<file path="src/rtl/edit_seq_pkg.sv">
// rtl/edit_seq_pkg.sv - shared types and helpers for the edit sequencer
//
// Purpose: FSM state encoding, condition-mode constants, the packed edit-table
//          entry and the condition evaluation used while editing.
// Ports:   none (package).
package edit_seq_pkg;

  typedef enum logic [1:0] {
    ST_IDLE,
    ST_LOAD,
    ST_EDIT,
    ST_DONE
  } state_t;

  localparam logic [1:0] MODE_NEVER  = 2'b00;
  localparam logic [1:0] MODE_ALWAYS = 2'b01;
  localparam logic [1:0] MODE_IF_SET = 2'b10;
  localparam logic [1:0] MODE_IF_CLR = 2'b11;

  // 10-bit table entry; an all-zero entry is "NEVER, addr 0, val 0, flag 0".
  typedef struct packed {
    logic [4:0] addr;
    logic       val;
    logic [1:0] mode;
    logic [1:0] flag;
  } entry_t;

  function automatic logic eval_cond(input entry_t e, input logic [3:0] flags);
    logic r;
    case (e.mode)
      MODE_NEVER:  r = 1'b0;
      MODE_ALWAYS: r = 1'b1;
      MODE_IF_SET: r = flags[e.flag];
      default:     r = ~flags[e.flag];
    endcase
    return r;
  endfunction

endpackage

</file>
<file path="src/rtl/edit_table.sv">
// rtl/edit_table.sv - edit-table register file
//
// Purpose: N_EDITS x 10-bit entry storage, one synchronous write port and one
//          combinational read port, asynchronously cleared to all-NEVER.
// Ports:   clk, reset_n       - clock, async active-low clear
//          we, widx, wdata    - write strobe, entry index, entry contents
//          ridx, rdata        - read index, entry contents (combinational)
module edit_table
  import edit_seq_pkg::*;
#(
  parameter int N_EDITS = 8,
  parameter int IDXW    = 3
) (
  input  logic            clk,
  input  logic            reset_n,
  input  logic            we,
  input  logic [IDXW-1:0] widx,
  input  entry_t          wdata,
  input  logic [IDXW-1:0] ridx,
  output entry_t          rdata
);

  entry_t mem [N_EDITS];

  always_ff @(posedge clk or negedge reset_n) begin
    if (!reset_n) begin
      for (int i = 0; i < N_EDITS; i++) mem[i] <= '0;
    end else if (we && (int'(widx) < N_EDITS)) begin
      mem[widx] <= wdata;
    end
  end

  // Indices past the table depth (non-power-of-two depths) read as NEVER.
  assign rdata = (int'(ridx) < N_EDITS) ? mem[ridx] : '0;

endmodule

</file>
<file path="src/rtl/edit_sequencer.sv">
// rtl/edit_sequencer.sv - output-buffer load/edit sequencer
//
// Purpose: on start, loads the intercepted word (one cycle) then walks the
//          programmed edit list one entry per cycle, then pulses done.
// Ports:   clk, reset_n                       - clock, async active-low reset
//          cfg_we/idx/addr/val/mode/flag      - edit-table write (IDLE only)
//          cfg_len_we, cfg_len                - active edit count (clamped)
//          cond_flags                         - live condition flags
//          start, abort                       - begin / cancel a sequence
//          busy, done                         - status
//          addr, do_write, val, en_edit,
//          en_load_input, mux_data            - output-buffer datapath controls
module edit_sequencer
  import edit_seq_pkg::*;
#(
  parameter int N_EDITS = 8,
  parameter int IDXW    = (N_EDITS > 1) ? $clog2(N_EDITS) : 1
) (
  input  logic            clk,
  input  logic            reset_n,
  input  logic            cfg_we,
  input  logic [IDXW-1:0] cfg_idx,
  input  logic [4:0]      cfg_addr,
  input  logic            cfg_val,
  input  logic [1:0]      cfg_mode,
  input  logic [1:0]      cfg_flag,
  input  logic            cfg_len_we,
  input  logic [IDXW:0]   cfg_len,
  input  logic [3:0]      cond_flags,
  input  logic            start,
  input  logic            abort,
  output logic            busy,
  output logic            done,
  output logic [4:0]      addr,
  output logic            do_write,
  output logic            val,
  output logic            en_edit,
  output logic            en_load_input,
  output logic            mux_data
);

  localparam int            LEN_W   = IDXW + 1;
  localparam logic [IDXW:0] LEN_MAX = LEN_W'(N_EDITS);

  state_t          state;
  logic [IDXW-1:0] idx;
  logic [IDXW:0]   len;
  entry_t          cur;
  entry_t          rd_entry;
  entry_t          wdata;
  logic [IDXW-1:0] rd_idx;
  logic            cfg_ok;
  logic            last;

  assign cfg_ok = (state == ST_IDLE);
  assign wdata  = '{addr: cfg_addr, val: cfg_val, mode: cfg_mode, flag: cfg_flag};

  // The read port looks one entry ahead so the entry for the next EDIT cycle
  // is captured into cur at the same edge idx advances.
  assign rd_idx = (state == ST_EDIT) ? idx + 1'b1 : '0;
  assign last   = ({1'b0, idx} == len - 1'b1);

  edit_table #(
    .N_EDITS(N_EDITS),
    .IDXW   (IDXW)
  ) u_table (
    .clk    (clk),
    .reset_n(reset_n),
    .we     (cfg_we && cfg_ok),
    .widx   (cfg_idx),
    .wdata  (wdata),
    .ridx   (rd_idx),
    .rdata  (rd_entry)
  );

  always_ff @(posedge clk or negedge reset_n) begin
    if (!reset_n) begin
      len <= '0;
    end else if (cfg_len_we && cfg_ok) begin
      len <= (cfg_len > LEN_MAX) ? LEN_MAX : cfg_len;
    end
  end

  // The table cannot change outside IDLE, so the registered copy in cur is
  // the same entry idx points at; the condition is evaluated on live flags.
  assign addr     = cur.addr;
  assign val      = cur.val;
  assign do_write = (state == ST_EDIT) && eval_cond(cur, cond_flags);

  always_ff @(posedge clk or negedge reset_n) begin
    if (!reset_n) begin
      state         <= ST_IDLE;
      idx           <= '0;
      cur           <= '0;
      busy          <= 1'b0;
      done          <= 1'b0;
      en_edit       <= 1'b0;
      en_load_input <= 1'b0;
      mux_data      <= 1'b0;
    end else if (abort) begin
      state         <= ST_IDLE;
      idx           <= '0;
      cur           <= '0;
      busy          <= 1'b0;
      done          <= 1'b0;
      en_edit       <= 1'b0;
      en_load_input <= 1'b0;
      mux_data      <= 1'b0;
    end else begin
      case (state)
        ST_IDLE: begin
          if (start) begin
            state         <= ST_LOAD;
            busy          <= 1'b1;
            en_load_input <= 1'b1;
          end
        end
        ST_LOAD: begin
          en_load_input <= 1'b0;
          idx           <= '0;
          if (len == '0) begin
            state <= ST_DONE;
            busy  <= 1'b0;
            done  <= 1'b1;
          end else begin
            state    <= ST_EDIT;
            cur      <= rd_entry;
            en_edit  <= 1'b1;
            mux_data <= 1'b1;
          end
        end
        ST_EDIT: begin
          if (last) begin
            state    <= ST_DONE;
            cur      <= '0;
            en_edit  <= 1'b0;
            mux_data <= 1'b0;
            busy     <= 1'b0;
            done     <= 1'b1;
          end else begin
            idx <= idx + 1'b1;
            cur <= rd_entry;
          end
        end
        ST_DONE: begin
          state <= ST_IDLE;
          done  <= 1'b0;
        end
        default: state <= ST_IDLE;
      endcase
    end
  end

endmodule

</file>
<file path="config.mk">
export PLATFORM = sky130hd
export DESIGN_NAME = edit_sequencer
export DESIGN_NICKNAME = d
export VERILOG_FILES = /design/src/rtl/edit_seq_pkg.sv /design/src/rtl/edit_table.sv /design/src/rtl/edit_sequencer.sv
export SDC_FILE = /design/constraint.sdc
export NUM_CORES = 1
export LEC_CHECK = 0
export CAP_MARGIN = 5
export CORE_UTILIZATION = 40
export DETAILED_ROUTE_END_ITERATION = 12
export PLACE_DENSITY = 0.59
export SYNTH_ARGS = -nofsm -noshare
export SYNTH_HDL_FRONTEND = slang
export SYNTH_HIERARCHICAL = 1
export SYNTH_SLANG_ARGS = --single-unit
</file>
<file path="constraint.sdc">
create_clock -name clk -period 3.4 [get_ports clk]
set_clock_uncertainty 0.2 [all_clocks]
set_input_delay 1.02 -clock clk [delete_from_list [all_inputs] [get_ports clk]]
set_output_delay 1.02 -clock clk [all_outputs]
set_load 0.02 [all_outputs]
</file>
==> results.sh <==
export IMPL_dp_hpwl_mm=6.54
export IMPL_grt_use_total=0.169
export IMPL_die_w_um=115
export IMPL_setup_viol=0
export IMPL_clock_path_buffers=2
export IMPL_start_util=0.417
export IMPL_power_density_nw_per_um2=810
export IMPL_intPower_mw=3.35
export IMPL_ir_drop_mv=0.267
export IMPL_cp_start_kind="input pin"
export IMPL_seqPwrFrac=0.436
export IMPL_setup_tns_ns=0
export IMPL_avgSynthCellArea_um2=14.8
export IMPL_rr_worst_depth=7
export IMPL_busiest_layer="met2"
export IMPL_place_gp_congestion=0.702
export IMPL_overflow=0
export IMPL_clk_transition_reported_paths_ns=0.06
export IMPL_total_power_mw=4.81
export IMPL_finalNetCount=417
export IMPL_fin_crit_ns=3.33
export IMPL_hold_depth=1
export IMPL_max_cap_violations=0
export IMPL_routedWlPerCell_um=18.0
export IMPL_ys_async_sr_fraction=1.00
export IMPL_yosysWarningCount=6
export IMPL_drc_errors=0
export IMPL_cts_tree="built"
export IMPL_p_comb_frac=0.363
export IMPL_fmax_mhz=300
export IMPL_numCtsBuffers=9
export IMPL_post_cts_setup_buffers=0
export IMPL_die_h_um=115
export IMPL_end_kind="primary output"
export IMPL_dieArea_um2=13100
export IMPL_synth_area_leader_cell="dfrtp_1"
export IMPL_synth_top_cell_area_share=0.508
export IMPL_grt_max_degree=57
export IMPL_final_core_util=0.488
export IMPL_hp_class="flop to flop"
export IMPL_area_growth_pct=17.0
export IMPL_grt_use_met1=0.220
export IMPL_worstPathArrival_ns=2.11
export IMPL_cts_sinks=103
export IMPL_synth_ff_type="dfrtp_1"
export IMPL_holdWs_ns=0.300
export IMPL_drv_slew=0
export IMPL_synth_distinct_cells=47
export IMPL_root_buffer="clkbuf_16"
export IMPL_critPathKind="input pin to primary output"
export IMPL_ios=39
export IMPL_num_rows=40
export IMPL_grt_setup_unrepaired="false"
export IMPL_power_frac_clock=0.201
export IMPL_synthCells=343
export IMPL_status="finished clean"
export IMPL_cp_data_required_time_ns=2.18
export IMPL_ys_ff_latch=103
export IMPL_use_met2=0.282
export IMPL_nFillCells=1073
export IMPL_wl_mm=9.96
export IMPL_power_switching_mw=1.46
export IMPL_netlist_top_cells_count="dfrtp_1 (103), mux2_2 (91), mux4_1 (20)"
export IMPL_drtPass1Iterations=4
export IMPL_min_period_over_period=0.979
export IMPL_core_area_um2=12200
export IMPL_relSlewSlack=0.441
export IMPL_worst_pin_slew_ns=0.839
export IMPL_synth_nets=378
export IMPL_leakage_nw=2.49
export IMPL_synth_edff_count=0
export IMPL_drt_iter0_drc=186
export IMPL_drt_antenna_violating_nets=0
export IMPL_synth_area_um2=5070
export IMPL_yosysMostFrequentCell="dfrtp_1"
export IMPL_insertion_delay_ns=0.34
export IMPL_grt_pass1_vias=3107
export IMPL_grt_util_met3=0.0238
export IMPL_yosysSeqAreaShare=0.508
export IMPL_num_vias=2999
export IMPL_htreeDepth=3
export IMPL_grt_pass1_wl_mm=16.5
export IMPL_port_buffers=38
export IMPL_ys_top_cells_by_area="dfrtp_1 (51%), mux2_2 (20%), mux4_1 (10%)"
export IMPL_antenna_cells=0
export IMPL_antenna_found_initial=0
export IMPL_drive_gt1_frac=0.351
export IMPL_crit_path_max_fanout=1
export IMPL_hold_viol=0
export IMPL_switching_share=0.303
export IMPL_viasPerCell=5.40
-- layout make-up --
type                    instances  area (um2)  share of cell area
multi-input cells             208        2350               0.396
repair buffers                 51         489              0.0824
clock buffers                  12         246              0.0415
flip-flops and latches        103        2580               0.434
inverters                       9        33.8             0.00569
clock inverters                 4        30.0             0.00506
well taps                     168         210              0.0354
-- worst paths after layout --
kind | startpoint | end | slack (ns)
setup / recovery | cond_flags[2] | do_write | 0.07
hold / removal | u_table/mem[22] | u_table/mem[22] | 0.30
setup reg to reg | state[0] | cur[1] | 0.53
max in group asynchronous | reset_n | u_table/mem[78] | 1.64
min in group asynchronous | reset_n | busy | 0.53
hold reg to reg | u_table/mem[22] | u_table/mem[22] | 0.30
-- routing by layer --
metal,vias to the layer above,routed length (um)
met5,-,0
li1,1384,-
met3,18,243
met4,0,211
met1,1556,4620
met2,41,4890
-- critical path, cell delays in order --
cell	delay, ns
clkdlybuf4s15_1	0.16
mux4_2	0.46
nand2_2	0.10
xnor2_2	0.10
and2_1	0.15
buf_6	0.11
-- sequential cells by signal, indices dropped and copies added, names as in the netlist --
| signal | cells |
|---|---|
| len | 4 |
| cur | 4 |
| val | 1 |
| idx | 3 |
| done | 1 |
| busy | 1 |
| u_table/mem | 80 |
| en_load_input | 1 |
| state | 2 |
| mux_data | 1 |
| addr | 5 |
-- power groups by stage --
stage	clock (mW)	combinational, mW	sequential [mW]
global route	1.04	1.91	2.18
global placement	0	1.72	2.08
detailed placement	0	1.75	2.12
floorplan	0	1.36	2.04
CTS	0.993	1.76	2.10
finish	0.968	1.74	2.10
-- through the flow --
step / cell area, um2 / instances / worst slack [ns]
floorplan: 5070 / 343 / 0.296
global placement: 5650 / 539 / -0.624
detailed placement: 5650 / 539 / -0.622
CTS: 5920 / 555 / 0.00825
global route: 5930 / 555 / 0.0220
finish: 5930 / 555 / 0.0715
-- layout by cell type, fill, tap and decap left out, drive strengths merged, types with 5 or more instances in the layout --
| cell | count |
|---|---|
| mux4 | 21 |
| dfrtp | 103 |
| nand2 | 8 |
| o21ai | 5 |
| clkbuf | 12 |
| a22o | 10 |
| clkdlybuf4s50 | 32 |
| buf | 15 |
| a21oi | 5 |
| ha | 8 |
| mux2 | 91 |
| inv | 10 |
-- repair_timing --
action,in CTS,in global routing
resized for setup,11,5
hold buffers,0,0
endpoints found under the setup margin,1,1
pin swaps,2,2
-- logic make-up (layout without fill, tap and decap cells) --
family / after synthesis / count (layout) / synth area share
simple gates: 44 / 44 / 0.0580
xor+xnor: 5 / 5 / 0.00863
buf+inv: 32 / 76 / 0.0328
mux: 113 / 113 / 0.312
flops: 103 / 103 / 0.508
compound gates: 38 / 38 / 0.0607
fa+ha+maj: 8 / 8 / 0.0197
Note: power is estimated with default switching activity, not from simulation.
